## src/rtl/mb_pkg.sv

```systemverilog
// Shared constants, component encoding and FSM states for the macroblock
// stream unpacker.
package mb_pkg;

  localparam int unsigned WORDS_PER_MB = 96;
  localparam int unsigned Y_BYTES      = 256;
  localparam int unsigned U_END        = 320;
  localparam int unsigned BYTES_PER_MB = 384;

  typedef enum logic [1:0] {
    COMP_Y = 2'd0,
    COMP_U = 2'd1,
    COMP_V = 2'd2
  } comp_e;

  typedef enum logic [1:0] {
    ST_IDLE,
    ST_FETCH,
    ST_DRAIN,
    ST_DONE
  } state_e;

  function automatic comp_e comp_of(input logic [8:0] b);
    if (b < 9'(Y_BYTES))    return COMP_Y;
    else if (b < 9'(U_END)) return COMP_U;
    else                    return COMP_V;
  endfunction

endpackage

```

## src/rtl/mb_word_fifo.sv

```systemverilog
// Synchronous show-ahead word FIFO with occupancy count; DEPTH must be a
// power of two so the pointers wrap naturally.
module mb_word_fifo #(
  parameter int unsigned DEPTH = 4,
  parameter int unsigned WIDTH = 32
) (
  input  logic                       clk,
  input  logic                       rst_n,
  input  logic                       wr_en_i,
  input  logic [WIDTH-1:0]           wr_data_i,
  input  logic                       rd_en_i,
  output logic [WIDTH-1:0]           rd_data_o,
  output logic [$clog2(DEPTH):0]     count_o,
  output logic                       full_o,
  output logic                       empty_o
);

  localparam int unsigned AW = $clog2(DEPTH);

  logic [WIDTH-1:0] mem_q [DEPTH];
  logic [AW-1:0]    wr_ptr_q, rd_ptr_q;
  logic [AW:0]      count_q;
  logic             do_wr, do_rd;

  assign full_o    = (count_q == (AW+1)'(DEPTH));
  assign empty_o   = (count_q == '0);
  assign do_wr     = wr_en_i && !full_o;
  assign do_rd     = rd_en_i && !empty_o;
  assign rd_data_o = mem_q[rd_ptr_q];
  assign count_o   = count_q;

  always_ff @(posedge clk) begin
    if (!rst_n) begin
      wr_ptr_q <= '0;
      rd_ptr_q <= '0;
      count_q  <= '0;
      for (int unsigned i = 0; i < DEPTH; i++) mem_q[i] <= '0;
    end else begin
      if (do_wr) begin
        mem_q[wr_ptr_q] <= wr_data_i;
        wr_ptr_q        <= wr_ptr_q + 1'b1;
      end
      if (do_rd) rd_ptr_q <= rd_ptr_q + 1'b1;
      case ({do_wr, do_rd})
        2'b10:   count_q <= count_q + 1'b1;
        2'b01:   count_q <= count_q - 1'b1;
        default: ;
      endcase
    end
  end

endmodule

```

## src/rtl/mb_stream_unpack.sv

```systemverilog
// Reads macroblock words from a buffer and serializes them to tagged pixel
// bytes. Define MB_LUMA_SUM_EN to add the per-macroblock luma sum outputs.
module mb_stream_unpack #(
  parameter int unsigned MB_COLS    = 80,
  parameter int unsigned MB_ROWS    = 45,
  parameter int unsigned FIFO_DEPTH = 4
) (
  input  logic        clk,
  input  logic        rst_n,
  input  logic        start_i,
  output logic [6:0]  r_addr_o,
  output logic        r_ready_o,
  input  logic        r_valid_i,
  input  logic        data_valid_i,
  input  logic [31:0] data_i,
  output logic [7:0]  pix_o,
  output logic        pix_valid_o,
  input  logic        pix_ready_i,
  output logic [1:0]  pix_comp_o,
  output logic        mb_first_o,
  output logic        mb_last_o,
  output logic [6:0]  mb_x_o,
  output logic [5:0]  mb_y_o,
  output logic        frame_done_o,
`ifdef MB_LUMA_SUM_EN
  output logic [15:0] luma_sum_o,
  output logic        luma_sum_valid_o,
`endif
  output logic        overflow_o
);

  import mb_pkg::*;

  localparam int unsigned MB_TOTAL = MB_COLS * MB_ROWS;
  localparam int unsigned MBW      = $clog2(MB_TOTAL + 1);
  localparam int unsigned CW       = $clog2(FIFO_DEPTH) + 1;

  state_e         state_q, state_d;
  logic [6:0]     addr_q;
  logic [MBW-1:0] fmb_q;
  logic           out_q, drop_q, ovf_q;

  logic           fifo_wr, fifo_rd, fifo_full, fifo_empty;
  logic [31:0]    fifo_rdata;
  logic [CW-1:0]  fifo_count;
  logic [CW:0]    inuse;

  logic [31:0]    word_q;
  logic [1:0]     bidx_q;
  logic           sval_q;
  logic [8:0]     b_q;
  logic [6:0]     mbx_q;
  logic [5:0]     mby_q;

  logic           accept, last_addr, last_mb, hs, last_byte, load;

  assign inuse     = {1'b0, fifo_count} + {{CW{1'b0}}, out_q};
  assign accept    = r_ready_o && r_valid_i;
  assign last_addr = (addr_q == 7'(WORDS_PER_MB - 1));
  assign last_mb   = (fmb_q == MBW'(MB_TOTAL - 1));
  assign hs        = sval_q && pix_ready_i;
  assign last_byte = (bidx_q == 2'd3);
  assign load      = !fifo_empty && (!sval_q || (hs && last_byte));
  assign fifo_rd   = load;
  // drop_q covers the first cycle out of reset, when a pre-reset read may still return
  assign fifo_wr   = data_valid_i && !drop_q && !fifo_full;

  mb_word_fifo #(.DEPTH(FIFO_DEPTH), .WIDTH(32)) u_fifo (
    .clk       (clk),
    .rst_n     (rst_n),
    .wr_en_i   (fifo_wr),
    .wr_data_i (data_i),
    .rd_en_i   (fifo_rd),
    .rd_data_o (fifo_rdata),
    .count_o   (fifo_count),
    .full_o    (fifo_full),
    .empty_o   (fifo_empty)
  );

  always_ff @(posedge clk) begin
    if (!rst_n) state_q <= ST_IDLE;
    else        state_q <= state_d;
  end

  always_comb begin
    state_d = state_q;
    case (state_q)
      ST_IDLE:  if (start_i) state_d = ST_FETCH;
      ST_FETCH: if (accept && last_addr && last_mb) state_d = ST_DRAIN;
      ST_DRAIN: if (fifo_empty && !sval_q && !out_q) state_d = ST_DONE;
      ST_DONE:  state_d = ST_IDLE;
      default:  state_d = ST_IDLE;
    endcase
  end

  always_comb begin
    r_ready_o    = (state_q == ST_FETCH) && (inuse < (CW+1)'(FIFO_DEPTH));
    frame_done_o = (state_q == ST_DONE);
  end

  always_ff @(posedge clk) begin
    if (!rst_n) begin
      addr_q <= '0;
      fmb_q  <= '0;
      out_q  <= 1'b0;
      drop_q <= 1'b1;
      ovf_q  <= 1'b0;
    end else begin
      drop_q <= 1'b0;
      out_q  <= accept;
      if (data_valid_i && !drop_q && fifo_full) ovf_q <= 1'b1;
      if (accept) begin
        if (last_addr) begin
          addr_q <= '0;
          fmb_q  <= last_mb ? '0 : fmb_q + 1'b1;
        end else begin
          addr_q <= addr_q + 1'b1;
        end
      end
    end
  end

  always_ff @(posedge clk) begin
    if (!rst_n) begin
      word_q <= '0;
      bidx_q <= '0;
      sval_q <= 1'b0;
      b_q    <= '0;
      mbx_q  <= '0;
      mby_q  <= '0;
    end else begin
      if (load) begin
        word_q <= fifo_rdata;
        bidx_q <= '0;
        sval_q <= 1'b1;
      end else if (hs) begin
        if (last_byte) sval_q <= 1'b0;
        else           bidx_q <= bidx_q + 1'b1;
      end
      if (hs) begin
        if (b_q == 9'(BYTES_PER_MB - 1)) begin
          b_q <= '0;
          if (mbx_q == 7'(MB_COLS - 1)) begin
            mbx_q <= '0;
            mby_q <= (mby_q == 6'(MB_ROWS - 1)) ? '0 : mby_q + 1'b1;
          end else begin
            mbx_q <= mbx_q + 1'b1;
          end
        end else begin
          b_q <= b_q + 1'b1;
        end
      end
    end
  end

  always_comb begin
    pix_o = '0;
    if (sval_q) begin
      case (bidx_q)
        2'd0:    pix_o = word_q[31:24];
        2'd1:    pix_o = word_q[23:16];
        2'd2:    pix_o = word_q[15:8];
        default: pix_o = word_q[7:0];
      endcase
    end
    pix_valid_o = sval_q;
    pix_comp_o  = sval_q ? comp_of(b_q) : COMP_Y;
    mb_first_o  = sval_q && (b_q == '0);
    mb_last_o   = sval_q && (b_q == 9'(BYTES_PER_MB - 1));
    mb_x_o      = mbx_q;
    mb_y_o      = mby_q;
    r_addr_o    = addr_q;
    overflow_o  = ovf_q;
  end

`ifdef MB_LUMA_SUM_EN
  logic [15:0] lacc_q, lsum_q;
  logic        lval_q;

  always_ff @(posedge clk) begin
    if (!rst_n) begin
      lacc_q <= '0;
      lsum_q <= '0;
      lval_q <= 1'b0;
    end else begin
      lval_q <= 1'b0;
      if (hs && (b_q < 9'(Y_BYTES))) begin
        lacc_q <= ((b_q == '0) ? 16'd0 : lacc_q) + {8'd0, pix_o};
        if (b_q == 9'(Y_BYTES - 1)) begin
          lsum_q <= lacc_q + {8'd0, pix_o};
          lval_q <= 1'b1;
        end
      end
    end
  end

  assign luma_sum_o       = lsum_q;
  assign luma_sum_valid_o = lval_q;
`endif

endmodule

```

## config.mk

```make
export PLATFORM = sky130hd
export DESIGN_NAME = mb_stream_unpack
export DESIGN_NICKNAME = d
export VERILOG_FILES = /design/src/rtl/mb_pkg.sv /design/src/rtl/mb_word_fifo.sv /design/src/rtl/mb_stream_unpack.sv
export SDC_FILE = /design/constraint.sdc
export NUM_CORES = 1
export LEC_CHECK = 0
export ABC_AREA = 1
export CAP_MARGIN = 20
export CORE_MARGIN = 1.5
export CORE_UTILIZATION = 35
export CTS_CLUSTER_DIAMETER = 80
export CTS_CLUSTER_SIZE = 10
export DETAILED_ROUTE_END_ITERATION = 12
export GPL_ROUTABILITY_DRIVEN = 0
export PLACE_DENSITY = 0.61
export SYNTH_ARGS = -nofsm -noshare
export SYNTH_HDL_FRONTEND = slang
export SYNTH_SLANG_ARGS = --single-unit
```

## constraint.sdc

```tcl
create_clock -name clk -period 3.4 [get_ports clk]
set_input_delay 0.34 -clock clk [delete_from_list [all_inputs] [get_ports clk]]
set_output_delay 0.34 -clock clk [all_outputs]
set_load 0.05 [all_outputs]
```

## Word level (Yosys, flattened, before mapping)

Memory sizes are Yosys's and may differ from the RTL's. A register that Yosys moved wholly into a read port is not among the register bits.
Cells that the tools add are included.

- Bitwise operators: 2
- Magnitude comparators: 3
- Multiplexer cells: 25
- Equality and inequality tests: 17
- $add $sub $neg: 11
- Reduce and logical (&&, ||, !) cells: 38

Operator list:

| cell | number |
|---|---|
| 32-bit 2-to-1 mux | 1 |
| 32-bit OR reduction | 1 |
| 8-bit one-hot mux with 3 select lines | 1 |
| 9-bit less-than comparator (second input constant) | 2 |
| 1-bit logical AND | 16 |
| 7-bit by 1-bit adder with 7-bit output (second input constant) | 2 |
| 7-bit equality test (second input constant) | 2 |
| 2-bit 2-to-1 mux | 7 |
| 7-bit 2-to-1 mux | 2 |
| 12-bit by 1-bit adder with 12-bit output (second input constant) | 1 |
| 12-bit equality test (second input constant) | 1 |
| 12-bit 2-to-1 mux | 1 |
| 2-bit equality test (second input constant) | 5 |
| 9-bit by 1-bit adder with 9-bit output (second input constant) | 1 |
| 9-bit equality test (second input constant) | 1 |
| 9-bit zero test | 1 |
| 9-bit 2-to-1 mux | 1 |
| 1-bit 2-to-1 mux | 8 |
| 8-bit 2-to-1 mux | 1 |
| 2-bit one-hot mux with 4 select lines | 1 |
| 2-bit AND reduction | 4 |
| 2-bit by 1-bit adder with 2-bit output (second input constant) | 3 |
| 6-bit by 1-bit adder with 6-bit output (second input constant) | 1 |
| 2-bit by 1-bit equality test with 1-bit output (second input constant) | 3 |
| 17 further kinds | 29 |

- Output and inout bits: 36
- Memories kept: 1
- Word-level logic and storage cells: 111
- Bits of input ports: 38
- Bits in registers: 56
- Memory bits (writable): 128

Memories:

| name | words | bits a word | read ports | clocked after memory_dff | write ports | RTL line | RTL |
|---|---|---|---|---|---|---|---|
| u_fifo.mem_q | 4 | 32 | 1 | 1 | 4 | mb_word_fifo.sv:20 | `logic [WIDTH-1:0] mem_q [DEPTH];` |

## Logic depth before layout (Yosys ltp)

- Depth in word-level cells: 9
- Mapped depth: 14
- Depth with buffers taken out: 12

## Modules after synthesis

A second synthesis with hierarchy kept.

- Cells, all modules: 1153
- Area, all modules: 10238.6 um^2

By module, submodules not included:

| module | times used | cells an instance | seq. area each (um^2) | area an instance (um^2) |
|---|---|---|---|---|
| mb_word_fifo | 1 | 584 | 4023.9 | 6236.0 |
| mb_stream_unpack | 1 | 569 | 1621.6 | 4002.6 |

## Least setup slack after synthesis

No wires, ideal clock.

- Kind: input to register
- From: input port data_valid_i
- To: memory u_fifo.mem_q[3][0] (enable)
- Stages on the path: 4
- Required time: 2.930 ns
- Arrival: 3.103 ns
- Path buffers: 0
- Setup time: 0.470 ns
- Path slack: -0.173 ns
- Cells stage by stage: inv_1 > nor2_1 > nand2_1 > o31ai_1

RTL lines:

| what | RTL line | RTL |
|---|---|---|
| start: declaration | mb_stream_unpack.sv:14 | `input logic data_valid_i,` |
| end: declaration | mb_word_fifo.sv:20 |  |

## Worst setup path after layout

- From: register bidx_q[0]
- To: output port pix_o[3]

- Word-level cells in the longest chain between the ends: 3
- Elaborated cells on any way between the ends: 5
- Classes of those cells: eq/ne: 2; mux: 2; reduce/logical: 1

RTL lines:

| what | RTL line | RTL |
|---|---|---|
| start: declaration | mb_stream_unpack.sv:49 | `logic [1:0] bidx_q;` |
| start signal: assignment | mb_stream_unpack.sv:138 | `else bidx_q <= bidx_q + 1'b1;` |
| 2-bit equality test (tied with other cells) | mb_stream_unpack.sv:159 | `case (bidx_q)` |
| 8-bit one-hot mux with 3 select lines * | mb_stream_unpack.sv:159 |  |
| 8-bit 2-to-1 mux * | mb_stream_unpack.sv:158 | `if (sval_q) begin` |
| end: declaration | mb_stream_unpack.sv:16 | `output logic [7:0] pix_o,` |

Every way passes the cells marked *; elsewhere a longest branch is shown, timed or not.

==> results.tsv <==
stage	metric	value	unit
timing	Hold Fails Final Rpt	0	
flow_run	# Max-Cap Violations	0	
place	DPL Wire Length	14.87	mm
route	DR vias	7674	
worst_setup_path	startpoint types	flip-flop	
worst_setup_path	worst r2r src	pix_valid_o	
clock_tree	H-tree levels	1	
pwr	Leakage	4.277	nW
worst_setup_path	crit-path max FO	9	
hold_path	Hold Crit Depth	3	
yosys	Area contributors post-synth	edfxtp_1 (39%), dfxtp_1 (18%), nor2_1 (12%), inv_1 (4.6%), o21ai_0 (4.3%)	
floorplan	Ports	74	
hold_path	Hold Crit Class	input pin to flip-flop	
timing	upper clock frequency limit	318.3	MHz
global_routing	largest net degree at the start of global routing	68	
yosys	Avg Cell Area, Syn	8.727	µm²
floorplan	Starting Density	35.41	%
timing	Worst Tran Pin Value	0.9568	ns
worst_setup_path	Worst Path Required	3.06	ns
clock_tree	clk buf depth	3	
floorplan	chip width	170.4	µm
clock_tree	Post-CTS Setup Bufs	0	
global_routing	vias in the first global route	7548	
floorplan	row count	61	
hold_path	Hold Crit Start	rst_n	
yosys	top-area cell type share of the netlist area	39.18	%
pwr	maximum vdd drop	0.0004525	V
cells_and_area	layout cells sized above 1	6.073	%
route	Avg WL per Cell	15.05	µm
route	Detailed Routing Iterations Pass 1	5	
worst_setup_path	cells on worst reg2reg path	11	
worst_setup_path	WP buf/inv	2	
yosys	synthesized area	0.009809	mm²
global_routing	initial antenna violation count	0	
global_routing	gr usage total	16.70	%
floorplan	die height	170.4	µm
yosys	largest area contributor in the netlist	edfxtp_1	
worst_setup_path	cells along the critical path	ha_1 > inv_1 > o21ai_0 > a31oi_1 > clkdlybuf4s50_1	
worst_setup_path	slowest stage delay, CP	0.89	ns
timing	post-route clock period utilization	92.41	%
timing	endpoints failing setup	0	
cells_and_area	Area Overhead vs Synth	18.51	%
yosys	ys flop type	edfxtp_1	
timing	count of pins over their slew limit	0	
clock_tree	Hold Buf Count CTS	0	
route	Iteration-0 DRC Markers	463	
clock_tree	CTS sink cnt	216	
clock_tree	post-CTS sizing	0	
worst_setup_path	Worst path slowest cell	clkdlybuf4s50_1	
floorplan	DIE AREA	0.02904	mm²
yosys	EDFF count, synth	128	
cells_and_area	number of antenna diodes	0	
cells_and_area	Layout Cells excl Fill	1580	
worst_setup_path	Worst setup EP type	output pin	
route	DRC	0	
yosys	Yosys reg bits	216	
yosys	Synthesized Nets	1180	
status	status	finished clean	
timing	Final min period	3.142	ns
global_routing	gr ovfl total	0	
timing	max_slew headroom	36.12	%
route	final WL	23.78	mm
place	PortBufs	73	
worst_setup_path	CP Class	flip-flop to output pin	
yosys	Ys Warns	0	
yosys	Mapped Cells	1124	
clock_tree	clock root buffer master	clkbuf_16	
clock_tree	CTS tree	done	
clock_tree	Clock transition at path regs	0.06	ns
worst_setup_path	Levels on crit path	5	
cells_and_area	nets	1241	
clock_tree	worst skew pair latency	0.54	ns
timing	hold slack	0.3058	ns
yosys	asr flop ratio synth	0	%
global_routing	first-pass GRT wire length	38.47	mm
cells_and_area	post-layout utilization of the core	41.96	%
worst_setup_path	CP delay by family, top	buffers and inverters	
worst_setup_path	worst path arrival time	2.80	ns
place	Placed Instances	1535	
worst_setup_path	crit path from	bidx_q[0]	
timing	Final Skew	0.02143	ns
yosys	Distinct cells, synth	44	
timing	Final WS setup	0.2580	ns
floorplan	CORE AREA	0.02771	mm²
timing	RSZ-0062 raised after global routing	false	
route	ANT nets after route	0	
pwr	pwr/cell area	657.1	mW/mm²
route	Vias/cell	4.857	
yosys	sequential share of the synthesized area	57.14	%
place	DP Worst Slack	0.8878	ns
clock_tree	CTS Buf Count	26	
## sequential cells by signal, summed over array words and instances (netlist names), 3 cells and up
register	cells
r_addr_o	7
fmb_q	12
u_fifo.mem_q	128
mb_y_o	6
mb_x_o	7
u_fifo.count_o	3
b_q	9
word_q	32
## Yosys cell counts, drive strengths merged, types with 2 or more instances
cell	count
a211oi	3
a21oi	42
a22oi	2
a31oi	42
buf	25
clkbuf	29
clkinv	2
dfxtp	88
edfxtp	128
ha	17
inv	125
nand2	113
nand3	32
nand4	10
nor2	317
nor3	10
nor3b	2
nor4	2
o21ai	118
o21bai	2
or2	2
xnor2	4
xor2	4
## worst reg2reg max path: stages, from the launching register on
cell     delay, ns
dfxtp_1       0.69
nand2_4       0.19
o21ai_2       0.19
nand2_2       0.10
inv_4         0.06
ha_1          0.14
inv_1         0.07
fa_1          0.37
a21oi_1       0.16
o21ai_0       0.12
o21ai_0       0.15
a21oi_1       0.06
## cells in the final DEF, fill, tap and decap left out, types with 5 or more instances in the layout
cell type / Yosys / routed
o21ai_0: 84 / 82
clkdlybuf4s50_1: 0 / 72
buf_4: 3 / 14
nor3_1: 10 / 10
clkbuf_16: 0 / 26
nor2_1: 312 / 312
inv_1: 119 / 119
edfxtp_1: 128 / 128
clkbuf_1: 29 / 16
a21oi_1: 42 / 42
nand3_1: 29 / 29
nand4_1: 10 / 10
dfxtp_1: 88 / 87
inv_2: 5 / 5
o21ai_1: 33 / 33
ha_1: 17 / 17
nand2_1: 107 / 107
a31oi_1: 42 / 42
## power by group
| group | internal, W | switching [W] |
|---|---|---|
| Sequential | 0.00309 | 0.000225 |
| Combinational | 0.000563 | 0.00126 |
| Clock | 0.00143 | 0.00106 |
| Total | 0.00509 | 0.00255 |
## through the flow
| step | total power [W] | TNS (ns) | instance area, µm² |
|---|---|---|---|
| finish | 0.007639 | 0 | 11620 |
| global route | 0.008072 | 0 | 11620 |
| CTS | 0.007715 | 0 | 11620 |
| detailed placement | 0.005212 | 0 | 10870 |
| global placement | 0.005192 | 0 | 10870 |
| floorplan | 0.004729 | -2.969 | 9814 |
## cell type report
cell class	count	area, µm²
sequential	216	5607
inverter	127	480.5
multi-input combinational	727	3476
timing repair buffer	87	830.8
clock inverter	3	47.55
clock buffer	42	710.7
fill	2763	16080
tap	378	473.0
## kinds of logic (layout without fill, tap and decap cells)
group,Yosys count,in the layout,share of synthesized area (%)
xor gates and xnor gates,8,8,0.7142
and+or+nand+nor,489,489,20.48
buffers and inverters,181,259,7.640
adders and majority gates,18,18,2.372
AOI/OAI and AO/OA,212,212,11.65
DFF,216,216,57.14
## per-layer routing
layer / vias up / routed length [µm] / GRT usage, %
met3: 44 / 1108 / 2.465
met1: 3611 / 10710 / 21.69
met4: 0 / 595 / 4.810
met2: 189 / 11370 / 28.85
li1: 3830 / - / -
met5: - / 0 / 0
## path summary, 6_finish.rpt
kind	endpoint	slack, ns
setup / recovery	pix_o[3]	0.26
hold / removal	state_q[1]	0.31
setup reg to reg	u_fifo.count_o[2]	0.99
hold reg to reg	mb_y_o[5]	0.48
Power figures use the tool's default switching activity.
